File: config.mk
export PLATFORM = sky130hd
export DESIGN_NAME = ext_mem_loader_flat
export DESIGN_NICKNAME = d
export VERILOG_FILES = /design/src/rtl/ext_mem_loader_pkg.sv /design/src/rtl/ext_mem_loader_if.sv /design/src/rtl/reg_arstn_en.sv /design/src/rtl/ext_mem_loader.sv /design/src/flat_wrapper.sv
export SDC_FILE = /design/constraint.sdc
export NUM_CORES = 1
export LEC_CHECK = 0
export CORE_AREA = 5 5 160 162
export DETAILED_ROUTE_END_ITERATION = 7
export DIE_AREA = 0 0 165 167
export GPL_TIMING_DRIVEN = 0
export PLACE_DENSITY = 0.71
export RECOVER_POWER = 25
export SETUP_SLACK_MARGIN = 0.5
export SYNTH_ARGS = -nofsm -noshare
export SYNTH_HDL_FRONTEND = slang
export SYNTH_HIERARCHICAL = 1
export SYNTH_SLANG_ARGS = --single-unit
File: constraint.sdc
create_clock -name clk -period 3.9 [get_ports clk]
set_clock_uncertainty 0.1 [all_clocks]
set_input_delay 0.39 -clock clk [delete_from_list [all_inputs] [get_ports clk]]
set_output_delay 0.39 -clock clk [all_outputs]
set_load 0.05 [all_outputs]
File: src/rtl/ext_mem_loader_pkg.sv
// ext_mem_loader_pkg: FSM states and memory byte strides shared by the loader.
package ext_mem_loader_pkg;
    typedef enum logic [2:0] {
        IDLE,
        LOAD,
        RUN,
        RD_REQ,
        RD_WAIT,
        OUT,
        DONE
    } state_t;
    localparam int unsigned IMEM_STRIDE = 4;
    localparam int unsigned DMEM_STRIDE = 8;
endpackage

File: src/rtl/ext_mem_loader_if.sv
// ext_mem_loader_if: program/dump streams and the two external memory ports.
interface ext_mem_loader_if;
    logic        prog_valid;
    logic        prog_ready;
    logic [31:0] prog_data;
    logic        prog_last;
    logic        dump_valid;
    logic        dump_ready;
    logic [63:0] dump_data;
    logic        dump_last;
    logic [63:0] addr_ext;
    logic        wen_ext;
    logic        ren_ext;
    logic [31:0] wdata_ext;
    logic [63:0] addr_ext_2;
    logic        wen_ext_2;
    logic        ren_ext_2;
    logic [63:0] wdata_ext_2;
    logic [63:0] rdata_ext_2;
    modport master (
        input  prog_valid, prog_data, prog_last, dump_ready, rdata_ext_2,
        output prog_ready, dump_valid, dump_data, dump_last,
        output addr_ext, wen_ext, ren_ext, wdata_ext,
        output addr_ext_2, wen_ext_2, ren_ext_2, wdata_ext_2
    );
    modport slave (
        output prog_valid, prog_data, prog_last, dump_ready, rdata_ext_2,
        input  prog_ready, dump_valid, dump_data, dump_last,
        input  addr_ext, wen_ext, ren_ext, wdata_ext,
        input  addr_ext_2, wen_ext_2, ren_ext_2, wdata_ext_2
    );
endinterface

File: src/rtl/reg_arstn_en.sv
// reg_arstn_en: enabled register with asynchronous active-low clear.
module reg_arstn_en #(
    parameter int W = 1
) (
    input  logic         clk,
    input  logic         arst_n,
    input  logic         en,
    input  logic [W-1:0] d,
    output logic [W-1:0] q
);
    always_ff @(posedge clk or negedge arst_n)
        if (!arst_n) q <= '0;
        else if (en) q <= d;
endmodule

File: src/rtl/ext_mem_loader.sv
// ext_mem_loader: streams a program into IMEM, runs the CPU for a set number of
// cycles, then dumps DMEM out over a valid/ready stream.
module ext_mem_loader
    import ext_mem_loader_pkg::*;
#(
    parameter int IMEM_WORDS = 128,
    parameter int DMEM_WORDS = 128,
    parameter int CNT_W      = 16
) (
    input  logic             clk,
    input  logic             arst_n,
    input  logic             start,
    input  logic [CNT_W-1:0] run_cycles,
    output logic             busy,
    output logic             done,
    output logic             cpu_enable,
    ext_mem_loader_if.master bus
);
    localparam int IW = IMEM_WORDS > 1 ? $clog2(IMEM_WORDS) : 1;
    localparam int DW = DMEM_WORDS > 1 ? $clog2(DMEM_WORDS) : 1;

    state_t           state_q, state_d;
    logic [IW-1:0]    iidx_q;
    logic [DW-1:0]    didx_q;
    logic [CNT_W-1:0] cyc_q, run_q;
    logic             fin_q, wen_q;
    logic [63:0]      waddr_q, ddata_q;
    logic [31:0]      wdata_q;

    logic acc, xfer, ilast, dlast, hs;
    assign acc   = start && (state_q == IDLE || state_q == DONE);
    assign xfer  = bus.prog_ready && bus.prog_valid;
    assign ilast = xfer && (bus.prog_last || iidx_q == IW'(IMEM_WORDS - 1));
    assign dlast = didx_q == DW'(DMEM_WORDS - 1);
    assign hs    = state_q == OUT && bus.dump_ready;

    reg_arstn_en #(.W(IW)) u_iidx (
        .clk(clk), .arst_n(arst_n), .en(acc || (xfer && !ilast)),
        .d(acc ? '0 : iidx_q + IW'(1)), .q(iidx_q)
    );
    reg_arstn_en #(.W(1)) u_fin (
        .clk(clk), .arst_n(arst_n), .en(acc || ilast), .d(!acc), .q(fin_q)
    );
    reg_arstn_en #(.W(CNT_W)) u_run (
        .clk(clk), .arst_n(arst_n), .en(acc), .d(run_cycles), .q(run_q)
    );
    reg_arstn_en #(.W(CNT_W)) u_cyc (
        .clk(clk), .arst_n(arst_n), .en(acc || state_q == RUN),
        .d(acc ? '0 : cyc_q + CNT_W'(1)), .q(cyc_q)
    );
    reg_arstn_en #(.W(DW)) u_didx (
        .clk(clk), .arst_n(arst_n), .en(acc || (hs && !dlast)),
        .d(acc ? '0 : didx_q + DW'(1)), .q(didx_q)
    );

    // LOAD lingers one cycle after the final transfer so the registered write
    // pulse lands before cpu_enable rises.
    always_comb begin
        state_d = state_q;
        case (state_q)
            IDLE, DONE: state_d = start ? LOAD : state_q;
            LOAD:       state_d = !fin_q ? LOAD : (run_q == '0 ? RD_REQ : RUN);
            RUN:        state_d = cyc_q == run_q - CNT_W'(1) ? RD_REQ : RUN;
            RD_REQ:     state_d = RD_WAIT;
            RD_WAIT:    state_d = OUT;
            OUT:        state_d = !bus.dump_ready ? OUT : (dlast ? DONE : RD_REQ);
            default:    state_d = IDLE;
        endcase
    end

    always_ff @(posedge clk or negedge arst_n) begin
        if (!arst_n) begin
            state_q <= IDLE;
            wen_q   <= 1'b0;
            waddr_q <= '0;
            wdata_q <= '0;
            ddata_q <= '0;
        end else begin
            state_q <= state_d;
            wen_q   <= xfer;
            waddr_q <= xfer ? 64'(iidx_q) * 64'(IMEM_STRIDE) : '0;
            wdata_q <= xfer ? bus.prog_data : '0;
            if (state_q == RD_WAIT) ddata_q <= bus.rdata_ext_2;
        end
    end

    assign busy            = !(state_q == IDLE || state_q == DONE);
    assign done            = state_q == DONE;
    assign cpu_enable      = state_q == RUN;
    assign bus.prog_ready  = state_q == LOAD && !fin_q;
    assign bus.wen_ext     = wen_q;
    assign bus.addr_ext    = waddr_q;
    assign bus.wdata_ext   = wdata_q;
    assign bus.ren_ext     = 1'b0;
    assign bus.ren_ext_2   = state_q == RD_REQ;
    assign bus.addr_ext_2  = state_q == RD_REQ ? 64'(didx_q) * 64'(DMEM_STRIDE) : '0;
    assign bus.wen_ext_2   = 1'b0;
    assign bus.wdata_ext_2 = '0;
    assign bus.dump_valid  = state_q == OUT;
    assign bus.dump_last   = state_q == OUT && dlast;
    assign bus.dump_data   = ddata_q;
endmodule

File: src/flat_wrapper.sv
// flat-port wrapper written by rule: the top's interface ports become plain ports
module ext_mem_loader_flat import ext_mem_loader_pkg::*;
#(
    parameter int IMEM_WORDS = 128,
    parameter int DMEM_WORDS = 128,
    parameter int CNT_W      = 16
)
  (clk, arst_n, start, run_cycles, busy, done, cpu_enable, bus_prog_valid, bus_prog_data, bus_prog_last, bus_dump_ready, bus_rdata_ext_2, bus_prog_ready, bus_dump_valid, bus_dump_data, bus_dump_last, bus_addr_ext, bus_wen_ext, bus_ren_ext, bus_wdata_ext, bus_addr_ext_2, bus_wen_ext_2, bus_ren_ext_2, bus_wdata_ext_2);
  ext_mem_loader_if bus_i ();
  input  logic clk;
  input  logic arst_n;
  input  logic start;
  input  logic [CNT_W-1:0] run_cycles;
  output logic busy;
  output logic done;
  output logic cpu_enable;
  input wire logic [$bits(bus_i.prog_valid)-1:0] bus_prog_valid;
  input wire logic [$bits(bus_i.prog_data)-1:0] bus_prog_data;
  input wire logic [$bits(bus_i.prog_last)-1:0] bus_prog_last;
  input wire logic [$bits(bus_i.dump_ready)-1:0] bus_dump_ready;
  input wire logic [$bits(bus_i.rdata_ext_2)-1:0] bus_rdata_ext_2;
  output wire logic [$bits(bus_i.prog_ready)-1:0] bus_prog_ready;
  output wire logic [$bits(bus_i.dump_valid)-1:0] bus_dump_valid;
  output wire logic [$bits(bus_i.dump_data)-1:0] bus_dump_data;
  output wire logic [$bits(bus_i.dump_last)-1:0] bus_dump_last;
  output wire logic [$bits(bus_i.addr_ext)-1:0] bus_addr_ext;
  output wire logic [$bits(bus_i.wen_ext)-1:0] bus_wen_ext;
  output wire logic [$bits(bus_i.ren_ext)-1:0] bus_ren_ext;
  output wire logic [$bits(bus_i.wdata_ext)-1:0] bus_wdata_ext;
  output wire logic [$bits(bus_i.addr_ext_2)-1:0] bus_addr_ext_2;
  output wire logic [$bits(bus_i.wen_ext_2)-1:0] bus_wen_ext_2;
  output wire logic [$bits(bus_i.ren_ext_2)-1:0] bus_ren_ext_2;
  output wire logic [$bits(bus_i.wdata_ext_2)-1:0] bus_wdata_ext_2;
  assign bus_i.prog_valid = bus_prog_valid;
  assign bus_i.prog_data = bus_prog_data;
  assign bus_i.prog_last = bus_prog_last;
  assign bus_i.dump_ready = bus_dump_ready;
  assign bus_i.rdata_ext_2 = bus_rdata_ext_2;
  assign bus_prog_ready = bus_i.prog_ready;
  assign bus_dump_valid = bus_i.dump_valid;
  assign bus_dump_data = bus_i.dump_data;
  assign bus_dump_last = bus_i.dump_last;
  assign bus_addr_ext = bus_i.addr_ext;
  assign bus_wen_ext = bus_i.wen_ext;
  assign bus_ren_ext = bus_i.ren_ext;
  assign bus_wdata_ext = bus_i.wdata_ext;
  assign bus_addr_ext_2 = bus_i.addr_ext_2;
  assign bus_wen_ext_2 = bus_i.wen_ext_2;
  assign bus_ren_ext_2 = bus_i.ren_ext_2;
  assign bus_wdata_ext_2 = bus_i.wdata_ext_2;
  ext_mem_loader #(.IMEM_WORDS(IMEM_WORDS), .DMEM_WORDS(DMEM_WORDS), .CNT_W(CNT_W)) u_core (.clk(clk), .arst_n(arst_n), .start(start), .run_cycles(run_cycles), .busy(busy), .done(done), .cpu_enable(cpu_enable), .bus(bus_i));
endmodule
# --- Word-level counts from Yosys, hierarchy flattened ---
# Index checks and enable logic that the tools add are counted.
word_totals:
  regBits: 211
  latchBits: 0
  ramBits: 0
  mem_bits_ro: 0
  input_bits: 118
  output_inout_bits: 298
  wordCells: 59
  mem_count: 0
classes:
  add_sub_neg: 4
  multipliers: 0
  div_mod_pow: 0
  n_lt_le_gt_ge: 0
  n_eq_ne: 10
  n_shift: 0
  mux: 13
  n_bitwise: 0
  reduce_logical: 22
ops:
  columns: ["operator", "n"]
  rows:
  - ["32-bit two-way mux", 1]
  - ["3-bit one-hot mux with 6 select lines", 1]
  - ["16-bit by 1-bit adder with 16-bit output, second input constant", 1]
  - ["16-bit equality test", 1]
  - ["16-bit zero test", 1]
  - ["16-bit two-way mux", 1]
  - ["16-bit by 1-bit subtractor with 16-bit output, second input constant", 1]
  - ["7-bit by 1-bit adder with 7-bit output, second input constant", 2]
  - ["7-bit equality test, second input constant", 2]
  - ["7-bit two-way mux", 2]
  - ["3-bit two-way mux", 4]
  - ["10-bit two-way mux", 1]
  - ["3-bit equality test, second input constant", 3]
  - ["9-bit two-way mux", 1]
  - ["1-bit logical AND", 8]
  - ["3-bit by 2-bit equality test with 1-bit output, second input constant", 2]
  - ["1-bit logical OR", 6]
  - ["1-bit zero test", 5]
  - ["3-bit by 1-bit equality test with 1-bit output, second input constant", 1]
  - ["3-bit zero test", 1]
  - ["1-bit two-way mux", 2]
  - ["2-bit inequality test, second input constant", 1]
  - ["2-bit OR reduction", 1]

# --- Longest topological paths before layout ---
# Gate-level depths: netlist (run 1).
depth:
  word_depth: 7
  depth_mapped: 9
  ltp_nobuf: 8

# --- Modules after synthesis ---
# Netlist (run 1), hierarchy kept.
modules_own_cells:
  columns: ["module", "n_inst", "cells_per_inst", "area_each_um2", "seq_area_each_um2"]
  rows:
  - ["ext_mem_loader", 1, 631, 6436.2, 2677.6]
  - ["reg_arstn_en at u_core.u_cyc ...", 2, 34, 649.4, 400.4]
  - ["reg_arstn_en at u_core.u_didx ...", 2, 15, 291.5, 175.2]
  - ["reg_arstn_en at u_core.u_fin", 1, 2, 40.0, 25.0]

# --- Worst setup path before layout (run 1) ---
# OpenSTA, ideal clock, no wires.
synth_path:
  kind: "flip-flop to flip-flop"
  from: "reg u_core.state_q[2]"
  to: "reg u_core.state_q[0]"
  setup_ns: 0.092
  t_arrival_ns: 2.962
  t_required_ns: 3.708
  path_slack_ns: 0.747
  stages_incl_launch_ff: 6
  n_path_buf: 0
  synth_period_minus_slack_ns: 3.153
  path_cell_list: "dfrtp_1 > nor3b_1 > o2111ai_1 > or4_1 > or4b_1 > o31ai_2"
synth_via:
  word_cells_on_any_way: 10
  cone_classes: "eq/ne: 7; mux: 1; reduce/logical: 2"
synth_rtl:
  columns: ["item", "line", "rtl"]
  rows:
  - ["from (decl)", "ext_mem_loader.sv:22", "state_t state_q, state_d;"]
  - ["from (signal assigned)", "ext_mem_loader.sv:79", "state_q <= state_d;"]
  - ["3-bit by 2-bit equality test with 1-bit output", null, null]
  - ["named net cpu_enable", "flat_wrapper.sv:16", "output logic cpu_enable;"]
  - ["3-bit one-hot mux with 6 select lines", "ext_mem_loader.sv:60", "case (state_q)"]
# The timed path passes the listed nets, and every way through them passes these cells.
# A chain may end at the register's enable or synchronous reset.

# --- Worst setup path in the final report (run 1) ---
layout_path:
  from: "reg u_core.state_q[1]"
  to: "out bus_addr_ext_2[4]"
layout_via:
  elab_chain_cells: 2
layout_rtl:
  columns: ["item", "line", "rtl"]
  rows:
  - ["3-bit by 2-bit equality test with 1-bit output", "ext_mem_loader.sv:96", "assign bus.addr_ext_2 = state_q == RD_REQ ? 64'(didx_q) * 64'(DMEM_STRIDE) : '0;"]
  - ["10-bit two-way mux", "ext_mem_loader.sv:96", null]
  - ["to (decl)", "flat_wrapper.sv:30", "output wire logic [$bits(bus_i.addr_ext_2)-1:0] bus_addr_ext_2;"]
# No other way between the ends.

==> results.json, run 1 <==
{
  "status": "finished with violations",
  "violations": "max-capacitance violations, max-slew violations",
  "place_area_mm2": 0.01181,
  "clk_pin_slew_ns": 0.06,
  "place.gp.congestion": 0.8380,
  "synth_edf_count": 0,
  "grt_antenna_before_repair": 1,
  "fin_cells": 1503,
  "fin_crit_sh": 0.8055,
  "cts_tree": "built",
  "ys_seq_area_frac": 0.4611,
  "syn_inst": 731,
  "routedWlPerCell_um": 14.33,
  "rsz0062_at_grt": "false",
  "relSlewSlack": -0.1730,
  "core_area_mm2": 0.02396,
  "synth_cell_type_count": 52,
  "cts_buffers": 17,
  "viasPerCell": 4.007,
  "overflow": 0,
  "layout_common_cells": "clkdlybuf4s50_1 (229), buf_4 (180), conb_1 (180), dfrtp_1 (154), mux2_2 (49)",
  "synth_flop_cell": "dfrtp_1",
  "slew_violations": 70,
  "final_nets": 1287,
  "clockRootBuffer": "clkbuf_16",
  "crit_path_end_kind": "output port",
  "power_density_mw_per_mm2": 709.6,
  "grt_max_degree": 86,
  "first_iter_violations": 304,
  "rr_endpoint": "u_core/u_cyc/q[6]$_DFFE_PN0P_",
  "h-tree-depth": 4,
  "routed-via-count": 6022,
  "die_h_um": 167,
  "wirelength_um": 21540,
  "cts_max_path_buffers": 2,
  "fin_util": 0.5175,
  "hold_start": "bus_prog_valid",
  "dieArea_mm2": 0.02756,
  "ant_nets": 0,
  "syn_area_mm2": 0.008358,
  "hold_depth": 3,
  "fillers": 2115,
  "crit_path_start_kind": "flop",
  "async_reset_ff_frac": 1.000,
  "pin_count": 416,
  "drc_errors": 0,
  "grt_pass1_vias": 5990,
  "rows": 57,
  "design_area_mm2": 0.01240,
  "worstSetupPathType": "reg -> out",
  "cts_sinks": 154,
  "grtUsageTotal": 0.1501,
  "hold_violations": 0,
  "firstDrtPassIters": 4,
  "hp-class": "in -> reg",
  "worst_pin_slew_ns": 1.759,
  "final_common_cell": "clkdlybuf4s50_1",
  "area_growth_pct": 48.38,
  "grt_pass1_wl_um": 32700,
  "setup_viol": 0,
  "cts_setup_buffers": 0,
  "worstPathMaxFanout": 10,
  "reg2reg_from": "u_core/state_q[1]$_DFFE_PN0P_",
  "layout_min_cycle_time_ns": 3.142,
  "insertion_delay_ns": 0.42,
  "reg2reg_depth": 9,
  "required_ns": 3.41,
  "setup_tns_ns": 0,
  "synth_seq_cells": 154,
  "dp.cells": 1469,
  "initial_utilization": 0.3488,
  "dp_hpwl_um": 17290,
  "peakVddDrop_mv": 0.4344,
  "p_leak_nw": 6.102,
  "yosys_warnings": 6,
  "die_x_um": 165,
  "worst_ep_arrival_time_ns": 2.65,
  "drive_above_1_share": 0.2657,
  "numPortBuffers": 234,
  "max_cap_violations": 1,
  "avgSynthCellArea_um2": 11.43,
  "r2r_setup_slack_ns": 1.00,
  "fmaxAchievable_mhz": 318.3,
  "whs_endpoint": "u_core/bus.wen_ext$_DFF_PN0_"
}
-- logic make-up (layout without fill, tap and decap cells) --
kind of cell / count (synthesis) / after routing / synth area share
muxes: 111 / 111 / 0.1653
and+or+nand+nor: 166 / 166 / 0.1088
AOI/OAI and AO/OA: 33 / 33 / 0.02560
buffers and inverters: 219 / 487 / 0.1868
other: 1 / 181 / 0.0004487
DFF: 154 / 154 / 0.4611
xor gates and xnor gates: 43 / 43 / 0.04596
adders and majority gates: 4 / 4 / 0.005988
-- per-stage QoR --
stage               hold slack, ns  setup WS (ns)  total power [mW]
global placement            0.3667         -4.076             7.163
detailed placement          0.3395         0.3455             7.240
global route                0.2561         0.5028             9.272
CTS                         0.2450         0.6920             8.885
finish                      0.2672         0.7584             8.801
floorplan                -0.005591         0.7466             5.874
-- report_power, final --
part / internal (mW) / leakage (nW) / switching, mW
registers: 2.13 / 1.96 / 0.405
clock network: 0.898 / 0.265 / 0.703
logic: 1.84 / 3.88 / 2.83
total: 4.87 / 6.10 / 3.94
-- critical path: stages (launching register included) --
cell and delay [ns]:
dfrtp_1 0.35, clkbuf_1 0.36, nand2_1 0.13, nor2_1 0.37, and2_1 0.19, clkdlybuf4s50_1 0.83
-- per-layer routing --
metal  track usage  wire length (um)  share of wire
met4       0.05425               504          0.023
met3       0.03955              1637          0.076
met5             0                 0              0
met1        0.1741              8229           0.38
met2        0.2638             11170           0.52
-- cells in the mapped netlist, types with 2 or more instances --
master	count	area share
a21oi_1	7	0.0042
inv_2	2	0.00090
o211ai_1	3	0.0027
mux2_2	49	0.066
nor3_1	7	0.0042
or3_1	4	0.0030
nor4_1	5	0.0037
ha_1	4	0.0060
mux2_1	27	0.036
dfrtp_1	154	0.46
buf_6	4	0.0054
and3_1	44	0.033
nor2_1	39	0.018
clkbuf_1	23	0.010
nor2b_1	2	0.0015
nand2_1	17	0.0076
or4_1	6	0.0054
and2_1	12	0.0090
a31oi_1	2	0.0015
nand2b_1	3	0.0022
xnor2_1	22	0.023
o2111ai_1	2	0.0021
nand4_1	5	0.0037
o21ai_0	9	0.0054
buf_4	180	0.16
xor2_1	20	0.021
inv_1	7	0.0031
mux2_4	35	0.063
buf_12	2	0.0048
nand3_1	13	0.0078
-- how the worst max path moves through the flow --
stage                                       start                            end  slack, ns  depth (start not counted)
floorplan           u_core/state_q[2]$_DFFE_PN0P_  u_core/state_q[0]$_DFFE_PN0P_       0.75                          5
global placement                           arst_n  u_core/u_run/q[1]$_DFFE_PN0P_      -4.08                          1
detailed placement  u_core/state_q[0]$_DFFE_PN0P_                 bus_prog_ready       0.35                          5
CTS                 u_core/state_q[1]$_DFFE_PN0P_              bus_addr_ext_2[5]       0.69                          5
global route        u_core/state_q[1]$_DFFE_PN0P_              bus_addr_ext_2[4]       0.50                          5
finish              u_core/state_q[1]$_DFFE_PN0P_              bus_addr_ext_2[4]       0.76                          5
-- sequential cells by signal, summed over array words and instances, names as in the netlist --
register and count:
u_core/u_fin/q 1, u_core/u_didx/q 7, u_core/state_q 3, u_core/u_run/q 16, u_core/u_iidx/q 7, u_core/bus.wen_ext 1
u_core/bus.dump_data 64, u_core/u_cyc/q 16, u_core/bus.wdata_ext 32, u_core/bus.addr_ext 7
-- cell type report --
cell class / instances / area (um2) / area share
inverters: 9 / 33.78 / 0.002724
diodes: 1 / 2.502 / 0.0002018
clock buffers: 19 / 432.9 / 0.03491
multi-input cells: 537 / 3630 / 0.2927
well taps: 324 / 405.4 / 0.03269
flip-flops and latches: 154 / 3854 / 0.3107
plain buffers: 210 / 1528 / 0.1232
repair buffers: 236 / 2381 / 0.1920
clock inverters: 13 / 135.1 / 0.01090
-- repair_timing --
item	CTS	global route
hold endpoints to repair	69	0
hold buffers	1	0
endpoints found under the setup margin	1	3
resized for setup	3	3
(Power assumes the default switching activity.)
==> inputs of run 2 (changes only) <==
--- a/config.mk
+++ b/config.mk
@@ -5,11 +5,11 @@
 export SDC_FILE = /design/constraint.sdc
 export NUM_CORES = 1
 export LEC_CHECK = 0
-export CORE_AREA = 5 5 160 162
+export CORE_MARGIN = 5
+export CORE_UTILIZATION = 37
 export DETAILED_ROUTE_END_ITERATION = 7
-export DIE_AREA = 0 0 165 167
 export GPL_TIMING_DRIVEN = 0
-export PLACE_DENSITY = 0.71
+export PLACE_DENSITY = 0.78
 export RECOVER_POWER = 25
 export SETUP_SLACK_MARGIN = 0.5
 export SYNTH_ARGS = -nofsm -noshare
==> constraint.sdc (replaced) <==
create_clock -name clk -period 2.8 [get_ports clk]
set_clock_uncertainty 0.1 [all_clocks]
set_input_delay 0.28 -clock clk [delete_from_list [all_inputs] [get_ports clk]]
set_output_delay 0.28 -clock clk [all_outputs]
set_load 0.05 [all_outputs]
==> run 2 against run 1 <==
  * Critical path depth rose by 2
  * Register-to-register slack got worse by 0.90 ns
  * The flow still finishes with violations (max-capacitance violations, max-slew violations)
  * Die area fell by 6.8%
  * Worst hold slack got worse by 0.15 ns
  * Via count rose by 2.9%
  * Design area rose by 0.98%
  * Largest cell class unchanged
  * Count of clock-buffer cells in the layout fell by 2
  * Highest routed layer unchanged
  * Sequential share of layout area fell by 0.28 points
  * Total power rose by 42%
  * Non-clock buffer count rose by 12
  * Largest power group unchanged
==> results.json, run 2 (synthesis gave the netlist of run 1 again) <==
{
  "dp.cells": 1430,
  "insertion_delay_ns": 0.42,
  "largest_reg_flops": 64,
  "power.internal_mw": 6.910,
  "crit_path_end_kind": "flop",
  "area_growth_pct": 49.84,
  "clk_pin_slew_ns": 0.07,
  "drc_errors": 0,
  "path_cells": "buf_6 -> or4_4 -> nor2_4 -> o2111ai_1 -> or4_1 -> or4b_4 -> o31ai_2",
  "power.share.switching": 0.4487,
  "worst_ep_arrival_time_ns": 2.93,
  "p_leak_nw": 6.202,
  "setup_viol": 0,
  "crit_path_start_kind": "flop",
  "peakVddDrop_mv": 0.5401,
  "initial_utilization": 0.3726,
  "hold_violations": 0,
  "rows": 55,
  "setup_tns_ns": 0,
  "p_sw_mw": 5.625,
  "required_ns": 3.03,
  "die_x_um": 160.3,
  "worst_pin_slew_ns": 1.506,
  "numPortBuffers": 234,
  "final_nets": 1299,
  "cts_max_path_buffers": 2,
  "drive_above_1_share": 0.3126,
  "status": "finished with violations",
  "rsz0062_at_grt": "true",
  "place_area_mm2": 0.01177,
  "grt_max_degree": 98,
  "max_stage_delay_ns": 0.53,
  "violations": "max-capacitance violations, max-slew violations",
  "die_h_um": 160.3,
  "overflow": 0,
  "fin_cells": 1475,
  "core_area_mm2": 0.02243,
  "p_comb_frac": 0.535,
  "worstSetupPathType": "reg -> reg",
  "slowest_stage": "or4_1",
  "hp-class": "in -> reg",
  "viasPerCell": 4.203,
  "finalPower_mw": 12.53,
  "wirelength_um": 21760,
  "dieArea_mm2": 0.02569,
  "worstPathMaxFanout": 3,
  "final_common_cell": "clkdlybuf4s50_1",
  "fin_crit_sh": 0.9654,
  "design_area_mm2": 0.01252,
  "power_density_mw_per_mm2": 1001,
  "ant_nets": 0,
  "fin_util": 0.5582,
  "routed-via-count": 6199,
  "dp_hpwl_um": 16960,
  "grtUsageTotal": 0.1657,
  "firstDrtPassIters": 4,
  "seqPwrFrac": 0.285,
  "clockRootBuffer": "clkbuf_16",
  "place.gp.congestion": 0.8131,
  "grt_pass1_wl_um": 34360,
  "layout_min_cycle_time_ns": 2.703,
  "routedWlPerCell_um": 14.75,
  "cts_tree": "built",
  "grt_pass1_vias": 6355,
  "pin_count": 416,
  "first_iter_violations": 230,
  "clock_power_share": 0.180,
  "fmaxAchievable_mhz": 370.0,
  "h-tree-depth": 4,
  "layout_common_cells": "clkdlybuf4s50_1 (219), buf_4 (191), conb_1 (180), dfrtp_1 (152), mux2_2 (49)",
  "slew_violations": 57,
  "cts_sinks": 154,
  "relSlewSlack": -0.004006,
  "diodes": 0,
  "cts_buffers": 17,
  "max_cap_violations": 1,
  "grt_antenna_before_repair": 0
}
-- run 2: changes by cell type in the layout (fill, tap and decap cells not counted), sizes merged, moves of 3 or more --
| cell | change |
|---|---|
| buf | +23 |
| clkdlybuf4s50 | -10 |
| clkinv | +3 |
| dlymetal6s2s | -3 |
-- run 2: worst paths after layout --
path | startpoint | to | slack, ns | depth (start not counted)
max | u_core/u_run/q[1]$_DFFE_PN0P_ | u_core/state_q[0]$_DFFE_PN0P_ | 0.1 | 7
min | bus_prog_valid | u_core/bus.wdata_ext[23]$_DFF_PN0_ | 0.12 | 2
max reg2reg | u_core/u_run/q[1]$_DFFE_PN0P_ | u_core/state_q[0]$_DFFE_PN0P_ | 0.1 | 7
min reg2reg | u_core/bus.dump_data[27]$_DFFE_PN0P_ | u_core/bus.dump_data[27]$_DFFE_PN0P_ | 0.39 | 1
max in group asynchronous | arst_n | u_core/u_run/q[11]$_DFFE_PN0P_ | 0.79 | 3
min in group asynchronous | arst_n | u_core/bus.wdata_ext[11]$_DFF_PN0_ | 0.67 | 2
-- run 2: final cells by class --
type | instances | area [um2]
timing repair buffer | 248 | 2420
buffer | 210 | 1563
clock inverter | 15 | 156.4
clock buffer | 17 | 425.4
sequential | 154 | 3856
multi-input combinational | 537 | 3712
tap | 285 | 356.6
inverter | 9 | 33.78
fill | 1860 | 9911
-- run 2: routing by layer --
metal | track usage | wire length, um | vias up
met5 | 0 | 0 | -
met4 | 0.05241 | 459 | 0
met3 | 0.04901 | 1377 | 29
met2 | 0.3083 | 11780 | 235
met1 | 0.1807 | 8142 | 2930
li1 | - | - | 3005
-- run 2: stage by stage --
step | setup WS [ns] | hold slack [ns]
2_1_floorplan | 0.1390 | -0.1156
3_3_place_gp | -4.939 | 0.3656
3_5_place_dp | -0.5139 | 0.1919
4_1_cts | 0.1133 | 0.1001
5_1_grt | 0.02207 | 0.1472
6_report | 0.09699 | 0.1216
-- run 2: critical path, delay by kind of cell (launching register included) --
| kind | cells | cell delay (ns) |
|---|---|---|
| buffers and inverters | 1 | 0.13 |
| AND/OR/NAND/NOR | 4 | 1.71 |
| AO/OA/AOI/OAI | 2 | 0.27 |
| flip-flops | 1 | 0.41 |
-- run 2: power by group through the flow --
stage                     logic, mW  clock network, mW  registers [mW]
after global routing           7.05               2.43            3.68
after CTS                      6.68               2.32            3.56
after detailed placement       6.50                  0            3.59
after floorplan                2.99                  0            5.20
final                          6.71               2.25            3.57
after global placement         6.42                  0            3.55
-- run 2: what timing repair did --
action,4_1_cts,5_1_grt
endpoints found under the setup margin,160,70
hold buffers,1,0
cloned,0,0
pin swaps,4,1
hold endpoints to repair,57,0
resized for setup,76,31
setup buffers,10,2
==> inputs of run 3 (changes only) <==
--- a/config.mk
+++ b/config.mk
@@ -11,7 +11,6 @@
 export GPL_TIMING_DRIVEN = 0
 export PLACE_DENSITY = 0.78
 export RECOVER_POWER = 25
-export SETUP_SLACK_MARGIN = 0.5
 export SYNTH_ARGS = -nofsm -noshare
 export SYNTH_HDL_FRONTEND = slang
 export SYNTH_HIERARCHICAL = 1
==> run 3 against run 2 <==
  * The run ends with negative setup slack left
  * Setup slack got worse by 0.11 ns
  * Sequential power about the same
  * Core utilization shrank 0.23 points
  * Critical path depth decreased by 1
  * Sequential cell count is the same
  * Worst hold slack improved by 0.014 ns
  * Register-to-register slack worse by 0.11 ns
  * Die area unchanged
  * First-iteration DRC count is 2.6% higher
  * Critical path type unchanged
==> results.json, run 3 (synthesis gave the netlist of run 1 again) <==
{
  "hold_violations": 0,
  "worst_ep_arrival_time_ns": 3.04,
  "numPortBuffers": 234,
  "ff_latch_area_mm2": 0.003857,
  "required_ns": 3.02,
  "relSlewSlack": 0.2729,
  "h-tree-depth": 4,
  "clk_pin_slew_ns": 0.07,
  "violations": "negative setup slack",
  "die_h_um": 160.3,
  "peakVddDrop_mv": 0.5792,
  "rsz0062_at_grt": "true",
  "clockRootBuffer": "clkbuf_16",
  "hp-class": "in -> reg",
  "fin_ws_ns": -0.01262,
  "worstSetupPathType": "reg -> reg",
  "pin_count": 416,
  "cts_sinks": 154,
  "final_common_cell": "clkdlybuf4s50_1",
  "design_area_mm2": 0.01247,
  "clock_power_share": 0.182,
  "cts_max_path_buffers": 2,
  "area_growth_pct": 49.22,
  "p_sw_mw": 5.557,
  "dieArea_mm2": 0.02569,
  "setup_viol": 1,
  "wl_met2_um": 11670,
  "dp_hpwl_um": 17290,
  "insertion_delay_ns": 0.42,
  "firstDrtPassIters": 4,
  "routed-via-count": 6180,
  "place_area_mm2": 0.01176,
  "largest_reg_flops": 64,
  "multi_input_area_mm2": 0.003695,
  "r2r_setup_slack_ns": -0.01,
  "final_nets": 1295,
  "wirelength_met1_um": 8327,
  "layout_common_cells": "clkdlybuf4s50_1 (221), buf_4 (188), conb_1 (180), dfrtp_1 (151), mux2_2 (49)",
  "initial_utilization": 0.3726,
  "crit_path_start_kind": "flop",
  "slew_violations": 0,
  "crit_path_end_kind": "flop",
  "seqPwrFrac": 0.285,
  "fin_util": 0.5559,
  "diodes": 0,
  "worst_pin_slew_ns": 1.091,
  "ant_nets": 0,
  "cts_tree": "built",
  "routedWlPerCell_um": 15.02,
  "worstPathMaxFanout": 6,
  "whs_ns": 0.1351,
  "layout_min_cycle_time_ns": 2.813,
  "fin_crit_sh": 1.005,
  "slowest_stage": "or4_4",
  "fillers": 1884,
  "p_leak_nw": 6.132,
  "grtUsageTotal": 0.1656,
  "setup_tns_ns": -0.01262,
  "wl_met3_um": 1460,
  "max_stage_delay_ns": 0.60,
  "max_cap_violations": 0,
  "power.internal_mw": 6.949,
  "status": "finished with violations",
  "fmaxAchievable_mhz": 355.5,
  "drive_above_1_share": 0.2954,
  "power_density_mw_per_mm2": 1003,
  "overflow": 0,
  "p_comb_frac": 0.533,
  "power.share.switching": 0.4443,
  "grt_pass1_wl_um": 34290,
  "grt_antenna_before_repair": 1,
  "first_iter_violations": 236,
  "viasPerCell": 4.204,
  "cpMostUsedCell": "or4_4",
  "cts_buffers": 17,
  "core_area_mm2": 0.02243,
  "finalPower_mw": 12.51,
  "die_x_um": 160.3,
  "place.gp.congestion": 0.7886,
  "rows": 55,
  "highest_layer": "met5",
  "grt_max_degree": 80,
  "path_cells": "or4_4 -> nand2_1 -> o2111ai_2 -> or4_4 -> or4b_4 -> o31ai_4",
  "drc_errors": 0,
  "grt_pass1_vias": 6272,
  "wirelength_um": 22080
}
==> run 3: cell count changes in the layout (fill, tap and decap cells not counted), moves of 2 or more <==
cell	before	now
inv_2	4	2
buf_2	10	0
clkinvlp_4	2	5
dlygate4sd2_1	1	3
clkdlybuf4s15_2	1	3
clkbuf_4	4	1
clkdlybuf4s50_1	219	221
inv_1	5	7
clkbuf_1	8	16
buf_4	191	188
inv_6	7	3
==> run 3: path summary, 6_finish.rpt <==
kind,start,endpoint,cells after the start
setup / recovery,u_core/u_run/q[7]$_DFFE_PN0P_,u_core/state_q[0]$_DFFE_PN0P_,6
hold / removal,bus_prog_valid,u_core/bus.wdata_ext[24]$_DFF_PN0_,2
setup reg to reg,u_core/u_run/q[7]$_DFFE_PN0P_,u_core/state_q[0]$_DFFE_PN0P_,6
hold reg to reg,u_core/bus.dump_data[63]$_DFFE_PN0P_,u_core/bus.dump_data[63]$_DFFE_PN0P_,1
max in group asynchronous,arst_n,u_core/u_cyc/q[6]$_DFFE_PN0P_,3
min in group asynchronous,arst_n,u_core/bus.dump_data[26]$_DFFE_PN0P_,2
==> run 3: layer usage <==
metal,vias to the layer above,track usage
met4,2,0.05710
met2,234,0.2985
met5,-,0
met1,2917,0.1860
met3,39,0.05030
li1,2988,-
==> run 3: final cells by class <==
cell class | count | share of cell area
sequential | 154 | 0.3093
multi-input combinational | 537 | 0.2962
clock inverter | 12 | 0.01134
clock buffer | 19 | 0.03551
timing repair buffer | 244 | 0.1925
buffer | 210 | 0.1238
inverter | 9 | 0.002709
tap | 285 | 0.02859
==> run 3: repair_timing <==
action	CTS	global route
hold buffers	1	0
endpoints found under the setup margin	35	46
hold endpoints to repair	75	0
resized for setup	36	23
pin swaps	2	6
setup buffers	6	2
==> run 3: stage by stage <==
| step | setup slack [ns] | std cells |
|---|---|---|
| after floorplan | 0.1223 | 910 |
| after global placement | -4.958 | 1429 |
| after detailed placement | -0.4253 | 1430 |
| after CTS | -0.003749 | 1468 |
| after global routing | -0.02602 | 1470 |
| final | -0.01262 | 1470 |
==> run 3: worst max-delay path: cells and delay by family (launching register included) <==
| family | cells | cell delay [ns] |
|---|---|---|
| AOI/OAI and AO/OA | 2 | 0.31 |
| DFF | 1 | 0.46 |
| and+or+nand+nor | 4 | 1.84 |
==> run 3: power by group through the flow <==
stage          Combinational [mW]  Clock (mW)  Sequential [mW]
3_5_place_dp                 6.51           0             3.60
2_1_floorplan                2.98           0             5.20
4_1_cts                      6.63        2.32             3.57
6_report                     6.66        2.27             3.57
3_3_place_gp                 6.42           0             3.55
5_1_grt                      7.00        2.41             3.67
